File: src/rtl/combolock_seq_if.sv
// combolock_seq_if: digit/pulse inputs and status outputs of the multi-digit combination lock
interface combolock_seq_if #(
  parameter int DIGIT_W = 4
);
  logic [DIGIT_W-1:0] password;
  logic               enterpulse;
  logic               changepulse;
  logic               clear;
  logic [0:6]         leds;
  logic               open;
  logic               alarm;
  logic [3:0]         digit_cnt;
  logic [3:0]         fails;
  modport master (
    output password, enterpulse, changepulse, clear,
    input  leds, open, alarm, digit_cnt, fails
  );
  modport slave (
    input  password, enterpulse, changepulse, clear,
    output leds, open, alarm, digit_cnt, fails
  );
endinterface

File: src/rtl/combolock_seq.sv
// combolock_seq: multi-digit combination lock with reprogramming, fail counter and timed alarm lockout
// COMBOLOCK_MASTER_EN adds MASTER_CODE: clears ALARM early and forces programming from LOCKED via change.
module combolock_seq #(
  parameter int DIGIT_W = 4,
  parameter int CODE_LEN = 4,
  parameter int MAX_TRIES = 3,
  parameter int LOCKOUT_CYC = 1000,
  parameter logic [CODE_LEN*DIGIT_W-1:0] DEFAULT_CODE = 16'h4321
`ifdef COMBOLOCK_MASTER_EN
  , parameter logic [CODE_LEN*DIGIT_W-1:0] MASTER_CODE = '1
`endif
) (
  input logic          Clock,
  input logic          Resetn,
  combolock_seq_if.slave bus
);
  localparam int CW = CODE_LEN * DIGIT_W;
  localparam int LW = (LOCKOUT_CYC > 0) ? $clog2(LOCKOUT_CYC + 1) : 1;
  typedef enum logic [1:0] {LOCKED, NEW, OPEN, ALARM} state_t;
  state_t          state, state_n;
  logic [CW-1:0]   code, code_n, entry, entry_n, full;
  logic [3:0]      cnt, cnt_n, fails, fails_n;
  logic [LW-1:0]   lock, lock_n;
  logic [0:6]      leds_n;
  logic            open_n, alarm_n;
  logic            pulse, last;
  assign pulse = bus.enterpulse | bus.changepulse;
  assign last  = cnt == 4'(CODE_LEN - 1);
  // full is the buffer as it would look with the current digit written in
  always_comb begin
    full = entry;
    full[int'(cnt)*DIGIT_W +: DIGIT_W] = bus.password;
  end
`ifdef COMBOLOCK_MASTER_EN
  logic mmatch;
  assign mmatch = full == MASTER_CODE;
`endif
  always_ff @(posedge Clock) begin
    if (!Resetn) begin
      state         <= LOCKED;
      code          <= DEFAULT_CODE;
      entry         <= '0;
      cnt           <= '0;
      fails         <= '0;
      lock          <= '0;
      bus.leds      <= 7'b1111110;
      bus.open      <= 1'b0;
      bus.alarm     <= 1'b0;
    end else begin
      state         <= state_n;
      code          <= code_n;
      entry         <= entry_n;
      cnt           <= cnt_n;
      fails         <= fails_n;
      lock          <= lock_n;
      bus.leds      <= leds_n;
      bus.open      <= open_n;
      bus.alarm     <= alarm_n;
    end
  end
  assign bus.digit_cnt = cnt;
  assign bus.fails     = fails;
  always_comb begin
    state_n = state;
    code_n  = code;
    entry_n = entry;
    cnt_n   = cnt;
    fails_n = fails;
    lock_n  = lock;
    case (state)
      LOCKED, NEW: begin
        if (bus.clear) begin
          cnt_n   = '0;
          entry_n = '0;
          state_n = LOCKED;
        end else if (pulse && !last) begin
          entry_n = full;
          cnt_n   = cnt + 4'd1;
        end else if (pulse) begin
          entry_n = '0;
          cnt_n   = '0;
          if (state == NEW) begin
            code_n  = full;
            state_n = LOCKED;
          end else if (full == code) begin
            state_n = bus.enterpulse ? OPEN : NEW;
            fails_n = '0;
          end
`ifdef COMBOLOCK_MASTER_EN
          else if (!bus.enterpulse && mmatch) begin
            state_n = NEW;
            fails_n = '0;
          end
`endif
          else begin
            fails_n = (fails < 4'(MAX_TRIES)) ? fails + 4'd1 : fails;
            if (fails_n == 4'(MAX_TRIES)) begin
              state_n = ALARM;
              lock_n  = LW'(LOCKOUT_CYC);
            end
          end
        end
      end
      OPEN: state_n = bus.enterpulse ? LOCKED : OPEN;
      ALARM: begin
        // a zero lockout never reaches 1, so the alarm holds until reset
        if (lock == LW'(1)) begin
          state_n = LOCKED;
          fails_n = '0;
          cnt_n   = '0;
          entry_n = '0;
          lock_n  = '0;
        end else if (lock != '0) begin
          lock_n = lock - LW'(1);
        end
`ifdef COMBOLOCK_MASTER_EN
        if (pulse && last) begin
          entry_n = '0;
          cnt_n   = '0;
          if (mmatch) begin
            state_n = LOCKED;
            fails_n = '0;
            lock_n  = '0;
          end else begin
            state_n = ALARM;
            fails_n = fails;
            lock_n  = LW'(LOCKOUT_CYC);
          end
        end else if (pulse && state_n == ALARM) begin
          entry_n = full;
          cnt_n   = cnt + 4'd1;
        end
`endif
      end
      default: state_n = LOCKED;
    endcase
  end
  always_comb begin
    leds_n  = (state_n == LOCKED) ? 7'b1111110 :
              (state_n == NEW)    ? 7'b1101010 :
              (state_n == ALARM)  ? 7'b0001000 : 7'b0000001;
    open_n  = state_n == OPEN;
    alarm_n = state_n == ALARM;
  end
endmodule
File: src/flat_wrapper.sv
// flat-port wrapper written by rule: the top's interface ports become plain ports
module combolock_seq_flat 
#(
  parameter int DIGIT_W = 4,
  parameter int CODE_LEN = 4,
  parameter int MAX_TRIES = 3,
  parameter int LOCKOUT_CYC = 1000,
  parameter logic [CODE_LEN*DIGIT_W-1:0] DEFAULT_CODE = 16'h4321

)
  (Clock, Resetn, bus_password, bus_enterpulse, bus_changepulse, bus_clear, bus_leds, bus_open, bus_alarm, bus_digit_cnt, bus_fails);
  combolock_seq_if #(.DIGIT_W(DIGIT_W)) bus_i ();
  input logic Clock;
  input logic Resetn;
  input wire logic [$bits(bus_i.password)-1:0] bus_password;
  input wire logic [$bits(bus_i.enterpulse)-1:0] bus_enterpulse;
  input wire logic [$bits(bus_i.changepulse)-1:0] bus_changepulse;
  input wire logic [$bits(bus_i.clear)-1:0] bus_clear;
  output wire logic [$bits(bus_i.leds)-1:0] bus_leds;
  output wire logic [$bits(bus_i.open)-1:0] bus_open;
  output wire logic [$bits(bus_i.alarm)-1:0] bus_alarm;
  output wire logic [$bits(bus_i.digit_cnt)-1:0] bus_digit_cnt;
  output wire logic [$bits(bus_i.fails)-1:0] bus_fails;
  assign bus_i.password = bus_password;
  assign bus_i.enterpulse = bus_enterpulse;
  assign bus_i.changepulse = bus_changepulse;
  assign bus_i.clear = bus_clear;
  assign bus_leds = bus_i.leds;
  assign bus_open = bus_i.open;
  assign bus_alarm = bus_i.alarm;
  assign bus_digit_cnt = bus_i.digit_cnt;
  assign bus_fails = bus_i.fails;
  combolock_seq #(.DIGIT_W(DIGIT_W), .CODE_LEN(CODE_LEN), .MAX_TRIES(MAX_TRIES), .LOCKOUT_CYC(LOCKOUT_CYC), .DEFAULT_CODE(DEFAULT_CODE)) u_core (.Clock(Clock), .Resetn(Resetn), .bus(bus_i));
endmodule
File: config.mk
export PLATFORM = sky130hd
export DESIGN_NAME = combolock_seq_flat
export DESIGN_NICKNAME = d
export VERILOG_FILES = /design/src/rtl/combolock_seq_if.sv /design/src/rtl/combolock_seq.sv /design/src/flat_wrapper.sv
export SDC_FILE = /design/constraint.sdc
export NUM_CORES = 1
export LEC_CHECK = 0
export ABC_CLOCK_PERIOD_IN_PS = 3700
export BUFFER_PORTS_ARGS = -buffer_cell sky130_fd_sc_hd__buf_2
export CAP_MARGIN = 20
export CORE_ASPECT_RATIO = 0.6
export CORE_MARGIN = 10
export CORE_UTILIZATION = 30
export DETAILED_ROUTE_END_ITERATION = 7
export HOLD_SLACK_MARGIN = 0.1
export PLACE_DENSITY = 0.54
export SETUP_SLACK_MARGIN = 0.05
export SYNTH_ARGS = -nofsm -noshare
export SYNTH_HDL_FRONTEND = slang
export SYNTH_SLANG_ARGS = --single-unit
File: constraint.sdc
create_clock -name Clock -period 3.7 [get_ports Clock]
set_clock_uncertainty 0.15 [all_clocks]
set_input_delay 0.555 -clock Clock [delete_from_list [all_inputs] [get_ports Clock]]
set_output_delay 0.555 -clock Clock [all_outputs]
set_load 0.1 [all_outputs]
==> Yosys cells after proc, flatten, opt, wreduce, memory -nomap -nowiden <==
Cells that the tools add are included.
{ "word_totals": {"reg_bits": 61, "elab_cells": 92, "output_inout_bits": 17} }
{ "op_classes": {"order_cmp": 1, "shift": 2, "addsub": 4, "n_eq_ne": 19, "n_reduce_logical": 13, "bitwise": 4, "n_mux": 39} }
{ "ops": {"columns": ["cell", "n"], "rows": [
  ["$mux 10", 8],
  ["$mux 16", 4],
  ["$mux 4", 11],
  ["$neg 6->33", 1],
  ["$shift 4x33->16 const A", 1],
  ["$shiftx 4x33->16", 1],
  ["$pmux 16 s2", 1],
  ["$pmux 10 s2", 1],
  ["$mux 2", 9],
  ["$bwmux 16", 1],
  ["$eq 16x16->1", 1],
  ["$pmux 4 s2", 2],
  ["$eq 10x1->1 const B", 1],
  ["$reduce_bool 10->1", 1],
  ["$sub 10x1->10 const B", 1],
  ["$add 4x1->4 const B", 2],
  ["$eq 2x2->1 const B", 4],
  ["$eq 4x2->1 const B", 2],
  ["$ne 2x2->1 const B", 4],
  ["$reduce_and 8->1", 1],
  ["$ne 2x1->1 const B", 3],
  ["$pmux 2 s3", 1],
  ["$reduce_and 6->1", 1],
  ["$mux 5", 1],
  ["14 further kinds", 19]
]} }

==> Logic depth before layout (Yosys ltp) <==
{ "logic_depth": {"word_depth": 13, "depth_mapped": 13, "mapped_depth_nobuf": 10} }

==> Worst setup path after synthesis <==
Ideal clock, no wire load.
{ "synth_timing": {"path_type": "reg-to-reg", "from": "register u_core.cnt[2], in the netlist u_core.bus.digit_cnt[2]", "to": "register u_core.bus.leds[4]", "n_path_buf": 1, "setup_ns": 0.136, "path_stages_with_launch": 12, "setup_slack_ns": -0.539, "arrival_ns": 3.952, "synth_period_minus_slack_ns": 4.239, "cell_sequence": "dfxtp_1 > buf_2 > or3_1 > ha_1 > nor4b_4 > nand2_4 > or4_1 > a211o_1 > or3_1 > or4b_4 > nand3_2 > o41ai_1"} }
{ "synth_via": {"elab_chain_cells": 12, "word_cells_on_any_way": 18} }
{ "synth_lines": {"columns": ["element", "line_no", "rtl"], "rows": [
  ["start: declaration", "combolock_seq.sv:22", "logic [3:0] cnt, cnt_n, fails, fails_n;"],
  ["start signal: assignment", "combolock_seq.sv:53", "cnt <= cnt_n;"],
  ["$neg 6->33", "combolock_seq.sv:32", "full[int'(cnt)*DIGIT_W +: DIGIT_W] = bus.password;"],
  ["$shiftx 4x33->16 / $shift 4x33->16 (equally long branches)", "combolock_seq.sv:32", null],
  ["$bwmux 16", "combolock_seq.sv:32", null],
  ["$eq 16x16->1", "combolock_seq.sv:85", "end else if (full == code) begin"],
  ["$mux 2", "combolock_seq.sv:85", null],
  ["$mux 2", "combolock_seq.sv:82", "if (state == NEW) begin"],
  ["$mux 2", "combolock_seq.sv:79", "end else if (pulse) begin"],
  ["$mux 2 (*)", "combolock_seq.sv:76", "end else if (pulse && !last) begin"],
  ["$mux 2 (*)", "combolock_seq.sv:72", "if (bus.clear) begin"],
  ["$pmux 2 s3 (*)", "combolock_seq.sv:70", "case (state)"],
  ["$eq 2x1->1 / $logic_not 2->1 (equally long branches)", "combolock_seq.sv:140, combolock_seq.sv:139", null],
  ["$mux 5 / $reduce_or 2->1 (equally long branches)", null, null],
  ["end signal: assignment", "combolock_seq.sv:56", "bus.leds <= leds_n;"],
  ["end: declaration", "combolock_seq_if.sv:20", "output leds, open, alarm, digit_cnt, fails"]
]} }
Every way passes the cells marked *; elsewhere a longest branch is shown, timed or not.
A chain may end at the register's enable or synchronous reset.

==> Worst setup path in the final report <==
Same ends and word-level chain as after synthesis.

==> summary.txt <==
Worst setup path
  • CP bufs+invs: 0
  • R2R setup slack: 0.17 ns
  • CP Capture Point: u_core.bus.leds[4]$_SDFF_PP1_
  • R2R depth: 10
  • CP peak stage delay: 0.57 ns
  • Critical Path Source Type: flop
  • Crit-path slowest cell: or4b_4
  • R2r endpoint: u_core.bus.leds[4]$_SDFF_PP1_
  • Critical Path AT: 3.57 ns
  • Worst Setup Path Type: flop to flop
  • Worst-path cell chain: or3_4, ha_4, nor4b_4, nand2_4, or4_1, a211o_1, or3_1, or4b_4, nand3_4, o41ai_1
  • Crit. Startpoint: u_core.bus.digit_cnt[2]$_SDFFE_PN0P_
  • Crit-path leading delay family: simple AND/OR/NAND/NOR gates
  • Crit-path max FO: 5
  • CP Capture Type: flop
  • R2R Path Start: u_core.bus.digit_cnt[2]$_SDFFE_PN0P_
  • WP depth: 10
  • Required @ worst endpoint: 3.74 ns

Synthesis
  • Cells after Synth: 416
  • Synth Warn #: 0
  • Yosys reg bits: 58
  • Yosys top cell area share: 34.5%
  • EDFF count, synth: 0
  • Ys async rst share: 0%
  • Syn nets: 431
  • Register area share after synthesis: 34.5%
  • Primary FF master, synth: dfxtp_1
  • Unique masters post-synth: 63
  • Cell taking the most area after synthesis: dfxtp_1
  • Most area-consuming cells after synthesis: dfxtp_1 (34%), nor2_1 (5.1%), nand2_1 (5.0%), a22oi_1 (3.8%), mux2i_1 (3.6%)
  • Avg Cell Area, Syn: 8.09 sq um
  • Netlist Area Pre-Place: 3370 sq um

Die
  • Number of core rows: 29
  • Die ar.: 16000 sq um
  • DIE WIDTH: 157 um
  • Starting Density: 31.2%
  • Die Y: 102 um
  • Core Footprint: 10800 sq um
  • Top-level port count: 26

STA
  • Fin. Hold Viols: 0
  • Final Setup Violations: 0
  • RSZ-0062 raised after global routing: false
  • Min Tclk post-route: 3.53 ns
  • Max_slew headroom: 45.1%
  • Worst-Margin Slew: 0.823 ns
  • FMAX: 283 MHz
  • Worst setup margin: 0.169 ns
  • Final slew viol count: 0
  • WHS: 0.337 ns
  • Final Cycle Share: 95.4%

Finish
  • Final antenna diode count: 0
  • Area of the multi-input gates: 2100 sq um
  • Final nets: 457
  • Layout cells sized above 1: 17.2%
  • Area grow syn2layout: 19.6%
  • Fill cell count: 1087
  • Storage cell area: 1170 sq um

Pwr
  • Power share of the clock group: 51.1%
  • VDD IR max: 218 uV
  • Leak pwr: 1.56 nW
  • Psw: 377 uW
  • Pwr dens: 387 nW/um^2
  • Comb pwr share: 8.4%
  • Sw frac: 24.2%
  • Flop pwr share: 40.4%
  • P_int: 1.18 mW

CTS
  • Clk_lat worst skew: 0.34 ns
  • CTS H-tree lvls: 3
  • Clk buf depth: 2
  • Root buf cell: clkbuf_16
  • CTS tree: done
  • TritonCTS Buffers: 9
  • Sink Count: 58
  • Worst-path clk slew: 0.06 ns

Global route
  • GR Util All Layers: 12.7%
  • Largest net degree at the start of global routing: 24
  • Antenna violations before repair: 0
  • Remaining Overflow, GRT: 0
  • Vias in the first global route: 2992
  • First-pass GRT wire length: 15900 um

Placement
  • RePlAce Congestion: 0.839
  • Placed wire-length estimate: 7320 um
  • Setup WS pre-CTS: 0.111 ns
  • Port buffer count: 25

Detailed routing
  • Violation count after the first detailed-routing iteration: 294
  • Vias post-DR: 3170
  • Vias per cell: 5.41
  • Routed Antenna Nets: 0
  • Total Wirelength: 9880 um
  • DRC viols: 0
  • Wire length per cell: 16.9 um
  • Drt pass-1 iters: 6

Hold path
  • HP Class: flop to flop

Run status
  • Outcome: finished clean

Job
  • Number of max-cap violations: 0
-- logic make-up (layout without fill, tap and decap cells) --
kind of cell | Yosys count | in the layout | synth area share, %
compound gates | 100 | 100 | 20.9
xor+xnor | 18 | 18 | 4.68
fa+ha+maj | 6 | 6 | 2.23
buf+inv | 39 | 70 | 4.98
flops | 58 | 58 | 34.5
mux | 12 | 12 | 3.57
simple gates | 183 | 183 | 29.1
-- stage by stage --
step / utilization (%) / power, mW / instance area (sq um) / instances / setup TNS, ns
final: 37.3 / 1.56 / 4020 / 586 / 0
after global routing: 37.3 / 1.61 / 4020 / 586 / 0
after CTS: 36.9 / 1.57 / 3980 / 585 / 0
after detailed placement: 34.3 / 0.768 / 3690 / 569 / 0
after global placement: 34.3 / 0.767 / 3690 / 569 / 0
after floorplan: - / 0.729 / 3410 / 416 / -0.309
-- worst min-delay path, delay by kind of cell (launching register included) --
family	cells	cell delay [ns]
DFF	1	0.32
AOI/OAI and AO/OA	1	0.08
and+or+nand+nor	1	0.05
-- cells in the mapped netlist, drive strengths merged (4+ instances only) --
cell type  instances
nor3              18
or4                4
o21ai             12
nor3b              5
and2               5
mux2i             12
and3               4
o31ai              4
nor2b              7
ha                 6
nor2              46
nand4              4
o211ai             9
a22oi             17
a211oi            10
a21oi             19
nor4               8
nand2             46
xnor2             10
clkbuf            20
nand3              9
dfxtp             58
o211a              5
a31oi              5
inv               12
or3                6
xor2               8
nand2b             8
buf                6
-- cell type report --
type	instances	share of cell area [%]
Sequential cell	58	29.1
Inverter	13	1.21
Timing Repair Buffer	41	6.09
Clock inverter	2	0.249
Tap cell	139	4.32
Clock buffer	14	6.81
Multi-Input combinational cell	319	52.2
-- layer usage --
layer | track usage [%] | wire length, um | vias to the layer above
li1 | - | - | 1569
met1 | 18.5 | 5220 | 1483
met2 | 17.0 | 3810 | 107
met3 | 3.86 | 743 | 11
met4 | 3.97 | 102 | 0
met5 | 0 | 0 | -
-- how the worst min path moves through the flow --
| stage | start | endpoint | slack (ns) | cells past startpoint |
|---|---|---|---|---|
| detailed placement | u_core.code[9]$_SDFFE_PN1P_ | u_core.code[9]$_SDFFE_PN1P_ | 0.33 | 2 |
| CTS | u_core.code[9]$_SDFFE_PN1P_ | u_core.code[9]$_SDFFE_PN1P_ | 0.34 | 2 |
| floorplan | u_core.code[9]$_SDFFE_PN1P_ | u_core.code[9]$_SDFFE_PN1P_ | 0.31 | 2 |
| global placement | u_core.code[9]$_SDFFE_PN1P_ | u_core.code[9]$_SDFFE_PN1P_ | 0.32 | 2 |
| global route | u_core.code[9]$_SDFFE_PN1P_ | u_core.code[9]$_SDFFE_PN1P_ | 0.35 | 2 |
| finish | u_core.code[9]$_SDFFE_PN1P_ | u_core.code[9]$_SDFFE_PN1P_ | 0.34 | 2 |
-- sequential cells by signal, indices dropped and copies added (netlist names) --
register              count
u_core.code              16
u_core.entry             16
u_core.lock              10
u_core.bus.digit_cnt      4
u_core.bus.fails          4
u_core.bus.leds           4
u_core.state              2
u_core.bus.alarm          1
u_core.bus.open           1
-- power by group through the flow --
stage / combinational (mW) / clock [mW] / sequential (mW)
floorplan: 0.0792 / 0 / 0.650
global placement: 0.125 / 0 / 0.642
detailed placement: 0.126 / 0 / 0.642
CTS: 0.126 / 0.812 / 0.629
global route: 0.142 / 0.840 / 0.629
finish: 0.131 / 0.796 / 0.629
-- what timing repair did --
item | 4_1_cts | 5_1_grt
endpoints found under the setup margin | 0 | 20
hold buffers | 0 | 0
buffers inserted | 0 | 1
resized for setup | 0 | 8
-- placed cells by master, fill, tap and decap left out, types with 3 or more instances in the layout --
cell type  count
a21oi_1       19
xor2_1         8
and2_1         5
o21ai_0       11
clkbuf_8       3
o31ai_1        3
o211a_1        5
o211ai_1       9
nor3_1        18
nand2_1       44
xnor2_1       10
dfxtp_1       54
buf_4         16
nor3b_1        5
mux2i_1       12
or3_1          5
inv_1         12
and3_1         4
nor2b_1        6
nand3_1        8
nand4_1        4
ha_1           4
nand2b_1       8
a22oi_1       17
clkbuf_16      9
or4_1          4
nor2_1        45
a211oi_1       9
buf_2         25
a31oi_1        5
nor4_1         6
No activity file was read; power rests on OpenSTA's default activity.
